$ cat config.mk
export PLATFORM = sky130hd
export DESIGN_NAME = simon_sequencer_flat
export DESIGN_NICKNAME = d
export VERILOG_FILES = /design/src/rtl/simon_sequencer_pkg.sv /design/src/rtl/simon_sequencer_if.sv /design/src/rtl/simon_sequencer_seq_mem.sv /design/src/rtl/simon_sequencer.sv /design/src/flat_wrapper.sv
export SDC_FILE = /design/constraint.sdc
export NUM_CORES = 1
export LEC_CHECK = 0
export ABC_AREA = 1
export BUFFER_PORTS_ARGS = -buffer_cell sky130_fd_sc_hd__buf_2
export CAP_MARGIN = 5
export CORE_MARGIN = 10
export CORE_UTILIZATION = 30
export CTS_CLUSTER_SIZE = 20
export DETAILED_ROUTE_END_ITERATION = 16
export GPL_TIMING_DRIVEN = 1
export SYNTH_ARGS = -nofsm -noshare
export SYNTH_HDL_FRONTEND = slang
export SYNTH_HIERARCHICAL = 1
export SYNTH_SLANG_ARGS = --single-unit
$ cat constraint.sdc
create_clock -name clock -period 3.5 [get_ports clock]
set_input_delay 0.7 -clock clock [delete_from_list [all_inputs] [get_ports clock]]
set_output_delay 0.7 -clock clock [all_outputs]
set_load 0.05 [all_outputs]
$ cat src/rtl/simon_sequencer_pkg.sv
// ============================================================================
// simon_pkg : shared arrow codes, FSM states and LFSR step for simon_sequencer
// Revision  : 1.0
// ============================================================================
`default_nettype none

package simon_pkg;

  localparam logic [2:0] DIR_UP    = 3'b000;
  localparam logic [2:0] DIR_RIGHT = 3'b001;
  localparam logic [2:0] DIR_DOWN  = 3'b010;
  localparam logic [2:0] DIR_LEFT  = 3'b011;
  localparam logic [2:0] DIR_NONE  = 3'b111;

  typedef enum logic [2:0] {
    ST_IDLE     = 3'd0,
    ST_APPEND   = 3'd1,
    ST_SHOW_ON  = 3'd2,
    ST_SHOW_OFF = 3'd3,
    ST_INPUT    = 3'd4,
    ST_WIN      = 3'd5,
    ST_LOSE     = 3'd6
  } state_e;

  // Fibonacci LFSR, taps 8,6,5,4, feedback shifted in at bit 0.
  function automatic logic [7:0] lfsr_next(input logic [7:0] s);
    return {s[6:0], s[7] ^ s[5] ^ s[4] ^ s[3]};
  endfunction

endpackage

`default_nettype wire

$ cat src/rtl/simon_sequencer_if.sv
// ============================================================================
// simon_sequencer_if : player-input / display-side signals of simon_sequencer
// Revision           : 1.0
// ============================================================================
`default_nettype none

interface simon_sequencer_if;
  logic       start;
  logic [2:0] dir_in;
  logic [2:0] display_dir;
  logic       show_active;
  logic       input_active;
  logic [5:0] level;
  logic       win;
  logic       game_over;

  modport master (
    output start, dir_in,
    input  display_dir, show_active, input_active, level, win, game_over
  );

  modport slave (
    input  start, dir_in,
    output display_dir, show_active, input_active, level, win, game_over
  );
endinterface

`default_nettype wire

$ cat src/rtl/simon_sequencer_seq_mem.sv
// ============================================================================
// simon_seq_mem : MAX_LEN x 2-bit arrow store, sync write, comb read (3-bit out)
// Revision      : 1.0
// ============================================================================
`default_nettype none

module simon_seq_mem #(
  parameter int unsigned MAX_LEN = 16,
  parameter int unsigned AW      = (MAX_LEN > 1) ? $clog2(MAX_LEN) : 1
) (
  input  wire logic          clock_i,
  input  wire logic          we_i,
  input  wire logic [AW-1:0] waddr_i,
  input  wire logic [1:0]    wdata_i,
  input  wire logic [AW-1:0] raddr_i,
  output logic      [2:0]    rdata_o
);

  localparam logic [AW:0] c_depth = (AW+1)'(MAX_LEN);

  logic [1:0] mem_q [MAX_LEN];

  always_ff @(posedge clock_i) begin
    if (we_i && ({1'b0, waddr_i} < c_depth)) begin
      mem_q[waddr_i] <= wdata_i;
    end
  end

  // Only the 2-bit direction is kept; the MSB of a stored arrow is always 0.
  always_comb begin
    rdata_o = 3'b000;
    if ({1'b0, raddr_i} < c_depth) begin
      rdata_o = {1'b0, mem_q[raddr_i]};
    end
  end

endmodule

`default_nettype wire

$ cat src/rtl/simon_sequencer.sv
// ============================================================================
// simon_sequencer : Simon Says game FSM - grows, plays back and checks sequence
// Revision        : 1.0
// ============================================================================
`default_nettype none

module simon_sequencer
  import simon_pkg::*;
#(
  parameter int unsigned MAX_LEN        = 16,
  parameter int unsigned SHOW_CYCLES    = 25_000_000,
  parameter int unsigned GAP_CYCLES     = 12_500_000,
  parameter int unsigned TIMEOUT_CYCLES = 250_000_000,
  parameter logic [7:0]  SEED           = 8'hA5
) (
  input wire logic          clock,
  input wire logic          reset,
  simon_sequencer_if.slave  bus
);

  localparam int unsigned MAX_SG  = (SHOW_CYCLES > GAP_CYCLES) ? SHOW_CYCLES : GAP_CYCLES;
  localparam int unsigned MAX_CNT = (MAX_SG > TIMEOUT_CYCLES) ? MAX_SG : TIMEOUT_CYCLES;
  localparam int unsigned CNT_W   = (MAX_CNT > 1) ? $clog2(MAX_CNT) : 1;
  localparam int unsigned IDX_W   = (MAX_LEN > 1) ? $clog2(MAX_LEN) : 1;

  localparam logic [CNT_W-1:0] c_show_load = CNT_W'(SHOW_CYCLES - 1);
  localparam logic [CNT_W-1:0] c_gap_load  = CNT_W'(GAP_CYCLES - 1);
  localparam logic [CNT_W-1:0] c_tmo_load  = CNT_W'(TIMEOUT_CYCLES - 1);
  localparam logic [5:0]       c_max_len   = 6'(MAX_LEN);

  state_e           state_q, state_d;
  logic [7:0]       lfsr_q;
  logic [5:0]       level_q, level_d;
  logic [IDX_W-1:0] idx_q, idx_d;
  logic [CNT_W-1:0] cnt_q, cnt_d;
  logic [2:0]       dir_q, dir_prev_q;
  logic [2:0]       display_dir_q, display_dir_d;
  logic             show_active_q, show_active_d;
  logic             input_active_q, input_active_d;
  logic             win_q, win_d;
  logic             game_over_q, game_over_d;

  logic             w_we;
  logic [IDX_W-1:0] w_raddr;
  logic [2:0]       w_rdata;
  logic [2:0]       w_show_dir;
  logic             w_press;
  logic             w_last;

  // The read address anticipates the arrow needed in the next cycle so that
  // display_dir can be registered; in INPUT it points at the expected arrow.
  assign w_raddr = (state_q == ST_SHOW_OFF) ? idx_q + 1'b1 :
                   (state_q == ST_APPEND)   ? '0           : idx_q;

  simon_seq_mem #(.MAX_LEN(MAX_LEN), .AW(IDX_W)) u_mem (
    .clock_i (clock),
    .we_i    (w_we),
    .waddr_i (level_q[IDX_W-1:0]),
    .wdata_i (lfsr_q[1:0]),
    .raddr_i (w_raddr),
    .rdata_o (w_rdata)
  );

  // seq[0] is written on the same edge the first arrow is shown: bypass it.
  assign w_show_dir = (state_q == ST_APPEND && level_q == 6'd0) ? {1'b0, lfsr_q[1:0]} : w_rdata;
  assign w_press    = (dir_q != DIR_NONE) && (dir_prev_q == DIR_NONE);
  assign w_last     = (6'(idx_q) == level_q - 6'd1);

  always_comb begin
    state_d = state_q;
    level_d = level_q;
    idx_d   = idx_q;
    cnt_d   = cnt_q;
    w_we    = 1'b0;
    case (state_q)
      ST_IDLE, ST_WIN, ST_LOSE: begin
        if (bus.start) begin
          level_d = 6'd0;
          state_d = ST_APPEND;
        end
      end
      ST_APPEND: begin
        w_we    = 1'b1;
        level_d = level_q + 6'd1;
        idx_d   = '0;
        cnt_d   = c_show_load;
        state_d = ST_SHOW_ON;
      end
      ST_SHOW_ON: begin
        if (cnt_q == '0) begin
          cnt_d   = c_gap_load;
          state_d = ST_SHOW_OFF;
        end else begin
          cnt_d = cnt_q - 1'b1;
        end
      end
      ST_SHOW_OFF: begin
        if (cnt_q == '0) begin
          if (w_last) begin
            idx_d   = '0;
            cnt_d   = c_tmo_load;
            state_d = ST_INPUT;
          end else begin
            idx_d   = idx_q + 1'b1;
            cnt_d   = c_show_load;
            state_d = ST_SHOW_ON;
          end
        end else begin
          cnt_d = cnt_q - 1'b1;
        end
      end
      ST_INPUT: begin
        if (w_press) begin
          if (dir_q != w_rdata) begin
            state_d = ST_LOSE;
          end else if (!w_last) begin
            idx_d = idx_q + 1'b1;
            cnt_d = c_tmo_load;
          end else if (level_q == c_max_len) begin
            state_d = ST_WIN;
          end else begin
            state_d = ST_APPEND;
          end
        end else if (cnt_q == '0) begin
          state_d = ST_LOSE;
        end else begin
          cnt_d = cnt_q - 1'b1;
        end
      end
      default: state_d = ST_IDLE;
    endcase
  end

  // Outputs are decoded from the next state so they line up with state_q.
  always_comb begin
    display_dir_d  = DIR_NONE;
    show_active_d  = 1'b0;
    input_active_d = 1'b0;
    win_d          = 1'b0;
    game_over_d    = 1'b0;
    case (state_d)
      ST_SHOW_ON: begin
        display_dir_d = w_show_dir;
        show_active_d = 1'b1;
      end
      ST_SHOW_OFF: show_active_d = 1'b1;
      ST_INPUT: begin
        display_dir_d  = bus.dir_in;
        input_active_d = 1'b1;
      end
      ST_WIN:  win_d       = 1'b1;
      ST_LOSE: game_over_d = 1'b1;
      default: ;
    endcase
  end

  always_ff @(posedge clock or posedge reset) begin
    if (reset) begin
      state_q        <= ST_IDLE;
      lfsr_q         <= SEED;
      level_q        <= 6'd0;
      idx_q          <= '0;
      cnt_q          <= '0;
      dir_q          <= DIR_NONE;
      dir_prev_q     <= DIR_NONE;
      display_dir_q  <= DIR_NONE;
      show_active_q  <= 1'b0;
      input_active_q <= 1'b0;
      win_q          <= 1'b0;
      game_over_q    <= 1'b0;
    end else begin
      state_q        <= state_d;
      lfsr_q         <= lfsr_next(lfsr_q);
      level_q        <= level_d;
      idx_q          <= idx_d;
      cnt_q          <= cnt_d;
      dir_q          <= bus.dir_in;
      dir_prev_q     <= dir_q;
      display_dir_q  <= display_dir_d;
      show_active_q  <= show_active_d;
      input_active_q <= input_active_d;
      win_q          <= win_d;
      game_over_q    <= game_over_d;
    end
  end

  assign bus.display_dir  = display_dir_q;
  assign bus.show_active  = show_active_q;
  assign bus.input_active = input_active_q;
  assign bus.level        = level_q;
  assign bus.win          = win_q;
  assign bus.game_over    = game_over_q;

endmodule

`default_nettype wire
$ cat src/flat_wrapper.sv
// flat-port wrapper written by rule: the top's interface ports become plain ports
module simon_sequencer_flat import simon_pkg::*;
#(
  parameter int unsigned MAX_LEN        = 16,
  parameter int unsigned SHOW_CYCLES    = 25_000_000,
  parameter int unsigned GAP_CYCLES     = 12_500_000,
  parameter int unsigned TIMEOUT_CYCLES = 250_000_000,
  parameter logic [7:0]  SEED           = 8'hA5
)
  (clock, reset, bus_start, bus_dir_in, bus_display_dir, bus_show_active, bus_input_active, bus_level, bus_win, bus_game_over);
  simon_sequencer_if bus_i ();
  input wire logic clock;
  input wire logic reset;
  input wire logic [$bits(bus_i.start)-1:0] bus_start;
  input wire logic [$bits(bus_i.dir_in)-1:0] bus_dir_in;
  output wire logic [$bits(bus_i.display_dir)-1:0] bus_display_dir;
  output wire logic [$bits(bus_i.show_active)-1:0] bus_show_active;
  output wire logic [$bits(bus_i.input_active)-1:0] bus_input_active;
  output wire logic [$bits(bus_i.level)-1:0] bus_level;
  output wire logic [$bits(bus_i.win)-1:0] bus_win;
  output wire logic [$bits(bus_i.game_over)-1:0] bus_game_over;
  assign bus_i.start = bus_start;
  assign bus_i.dir_in = bus_dir_in;
  assign bus_display_dir = bus_i.display_dir;
  assign bus_show_active = bus_i.show_active;
  assign bus_input_active = bus_i.input_active;
  assign bus_level = bus_i.level;
  assign bus_win = bus_i.win;
  assign bus_game_over = bus_i.game_over;
  simon_sequencer #(.MAX_LEN(MAX_LEN), .SHOW_CYCLES(SHOW_CYCLES), .GAP_CYCLES(GAP_CYCLES), .TIMEOUT_CYCLES(TIMEOUT_CYCLES), .SEED(SEED)) u_core (.clock(clock), .reset(reset), .bus(bus_i));
endmodule
==> impl_metrics.json <==
{
  "synthTopCellsByArea": "dfrtp_1, edfxtp_1, nand2_1",
  "hold_viol_final": 0,
  "syn_to_final_growth_pct": 11.89,
  "antenna_left": 0,
  "drc": 0,
  "initialDrtViolationCount": 257,
  "min_from": "u_core/lfsr_q[6]",
  "mostFrequentLayoutCells": "nand2_1, nor2_1, inv_1",
  "worstSetupPathType": "flop to flop",
  "cts_buffers": 9,
  "min_period_over_period": 0.8901,
  "comb_power_share": 0.487,
  "syn_inst": 665,
  "cts_buffer_depth": 2,
  "fin_skew_ps": 10.01,
  "worst_pin_slew_ps": 832.7,
  "max_freq_mhz": 321.0,
  "layout_commonest_cell": "nand2_1",
  "slew_viol_final": 0,
  "seq_area_frac_synth": 0.4664,
  "routabilityCongestion": 0.8912,
  "holdBufCountCts": 0,
  "cp-start-kind": "flop",
  "ys_seq_elements": 94,
  "cts.htree.levels": 3,
  "cp.arrival_ps": 3390,
  "grt_max_degree": 63,
  "n_antenna_cell": 0,
  "fin_area_mm2": 0.006066,
  "yosysWarnings": 6,
  "slew-limit-headroom": 0.4449,
  "layout_min_cycle_time_ps": 3115,
  "avgSynthCellArea_um2": 8.153,
  "antenna_found_initial": 0,
  "ys_types": 42,
  "status": "finished clean",
  "die-area_mm2": 0.02385,
  "place_area_mm2": 0.005767,
  "start_util": 0.3039,
  "postSynthNetCount": 677,
  "grtUsageTotal": 0.1091,
  "vdd_drop_max_mv": 0.3131,
  "layout-drive-gt1-share": 0.1583,
  "rrSetupSlack_ps": 380,
  "fin_nets": 702,
  "syn_area_mm2": 0.005421,
  "cp_max_fo": 18,
  "hold_class": "flop to flop",
  "max_cap_violations": 0,
  "io_pins": 19,
  "cts_tree": "yes",
  "totalWireLength_um": 12770,
  "cts_root_buffer": "clkbuf_16",
  "fp.dieW_um": 154.4,
  "p_leak_nw": 2.693,
  "io_buffers": 18,
  "num_rows": 49,
  "rr_worst_depth": 24,
  "clkTransAtPathRegs_ps": 70,
  "internal_power_mw": 2.600,
  "clk_latency_ps": 350,
  "synth_top_area_cell": "dfrtp_1",
  "seqPwrFrac": 0.312,
  "die_y_um": 154.4,
  "postCtsSetupRepairBufs": 0,
  "drtPass1Iterations": 5,
  "required_ps": 3770,
  "powerDensity_mw_per_mm2": 789.6,
  "via_per_inst": 4.633,
  "rsz0062_at_grt": "no",
  "p_clk_frac": 0.201,
  "vias": 4281,
  "fin_setup_tns_ps": 0,
  "grt_pass1_vias": 4239,
  "wl_per_cell_um": 13.82,
  "grt_overflow": 0,
  "p_sw_frac": 0.4572,
  "grt_pass1_wl_um": 21360,
  "post_cts_resized": 0,
  "holdPathEnd": "u_core/lfsr_q[7]",
  "clock-sinks": 94,
  "r2r-start": "u_core/state_q[0]",
  "coreArea_mm2": 0.01784,
  "cp-end-kind": "flop",
  "finalSetupViolCount": 0,
  "reg2reg_to": "u_core/cnt_q[1]",
  "p_sw_mw": 2.190,
  "synth.top_cell.area_share": 0.2262,
  "hpwl_um": 9488,
  "holdPathStages": 0
}
flip-flops by register name, summed over array words and instances (netlist names):
signal	cells
u_core/bus.display_dir	3
u_core/bus.game_over	1
u_core/bus.input_active	1
u_core/bus.level	6
u_core/bus.show_active	1
u_core/bus.win	1
u_core/cnt_q	28
u_core/dir_prev_q	3
u_core/dir_q	3
u_core/idx_q	4
u_core/lfsr_q	8
u_core/state_q	3
u_core/u_mem/mem_q	32
kinds of logic (layout without fill, tap and decap cells):
| group | Yosys count | count (layout) | share of synthesized area |
|---|---|---|---|
| compound gates | 65 | 65 | 0.07201 |
| xor+xnor | 31 | 31 | 0.05008 |
| fa+ha+maj | 6 | 6 | 0.01385 |
| buf+inv | 96 | 126 | 0.07708 |
| flops | 94 | 94 | 0.4664 |
| other cells | 1 | 1 | 0.0006917 |
| simple gates | 372 | 372 | 0.3199 |
synth_stat cells (all sizes together):
master	n
buf	11
nand4	5
a22oi	4
nor2	100
nor3	9
dfstp	13
nor4	5
xnor2	11
and2	1
dfrtp	49
o21ai	38
ha	6
xor2	20
edfxtp	32
inv	85
o22ai	5
conb	1
nand3	65
o31ai	1
a21oi	15
o211ai	1
nand3b	4
a31oi	1
nand2	183
metal layers:
metal	vias to the layer above	GRT usage	part of all wire
met5	-	0	0
met4	0	0.03554	0.012
met3	15	0.02219	0.035
met2	70	0.1773	0.47
met1	2009	0.1414	0.48
li1	2187	-	-
worst max-delay path: stages, from the launching register on:
cell     delay (ps)
dfrtp_1         400
inv_2            80
nor2_4          170
nand2_2         120
inv_2            80
nand2_1          50
o21ai_1          90
buf_6           200
inv_4           100
nand2_1          70
nand2_1          60
nand2_1          70
nand3_1          70
nand3_1          80
nand2_1          80
xnor2_1         140
nand3_1         170
nand2_1         110
o31ai_1          80
a21oi_2         170
nand2_4         140
inv_6           140
buf_12          160
nor2_1           50
a31oi_2         130
power groups by stage:
stage / combinational (mW) / sequential (mW) / clock [mW]
2_1_floorplan: 1.69 / 1.63 / 0
6_report: 2.33 / 1.50 / 0.962
3_5_place_dp: 2.30 / 1.51 / 0
3_3_place_gp: 2.28 / 1.52 / 0
5_1_grt: 2.62 / 1.52 / 1.02
4_1_cts: 2.31 / 1.50 / 0.984
worst max-delay path by stage:
| stage | slack (ps) | startpoint | end | cells past startpoint |
|---|---|---|---|---|
| after floorplan | 600 | u_core/state_q[2] | u_core/cnt_q[16] | 24 |
| after global placement | 210 | u_core/state_q[0] | u_core/cnt_q[1] | 18 |
| after detailed placement | 120 | u_core/state_q[0] | u_core/cnt_q[1] | 18 |
| after CTS | 100 | u_core/state_q[0] | u_core/cnt_q[1] | 18 |
| after global routing | 1 | u_core/state_q[0] | u_core/cnt_q[8] | 23 |
| final | 380 | u_core/state_q[0] | u_core/cnt_q[1] | 24 |
metrics by stage:
stage               utilization  setup slack, ps  power (mW)  hold slack, ps  cells
finish                   0.3400            384.7       4.790           355.5    924
global route             0.3400            1.311       5.159           377.0    924
CTS                      0.3392            98.28       4.793           359.0    924
detailed placement       0.3232            116.9       3.816           340.2    908
global placement         0.3232            213.6       3.799           335.7    908
floorplan                     -            604.4       3.321           333.0    665
layout make-up:
class                      instances  area (µm²)
tap                              229       286.5
inverter                          85       326.6
sequential                        94        2529
multi-input combinational        475        2481
clock buffer                      12       236.5
timing repair buffer              25       158.9
fill                            1846       11780
clock inverter                     4       47.55
(Power assumes the default switching activity.)
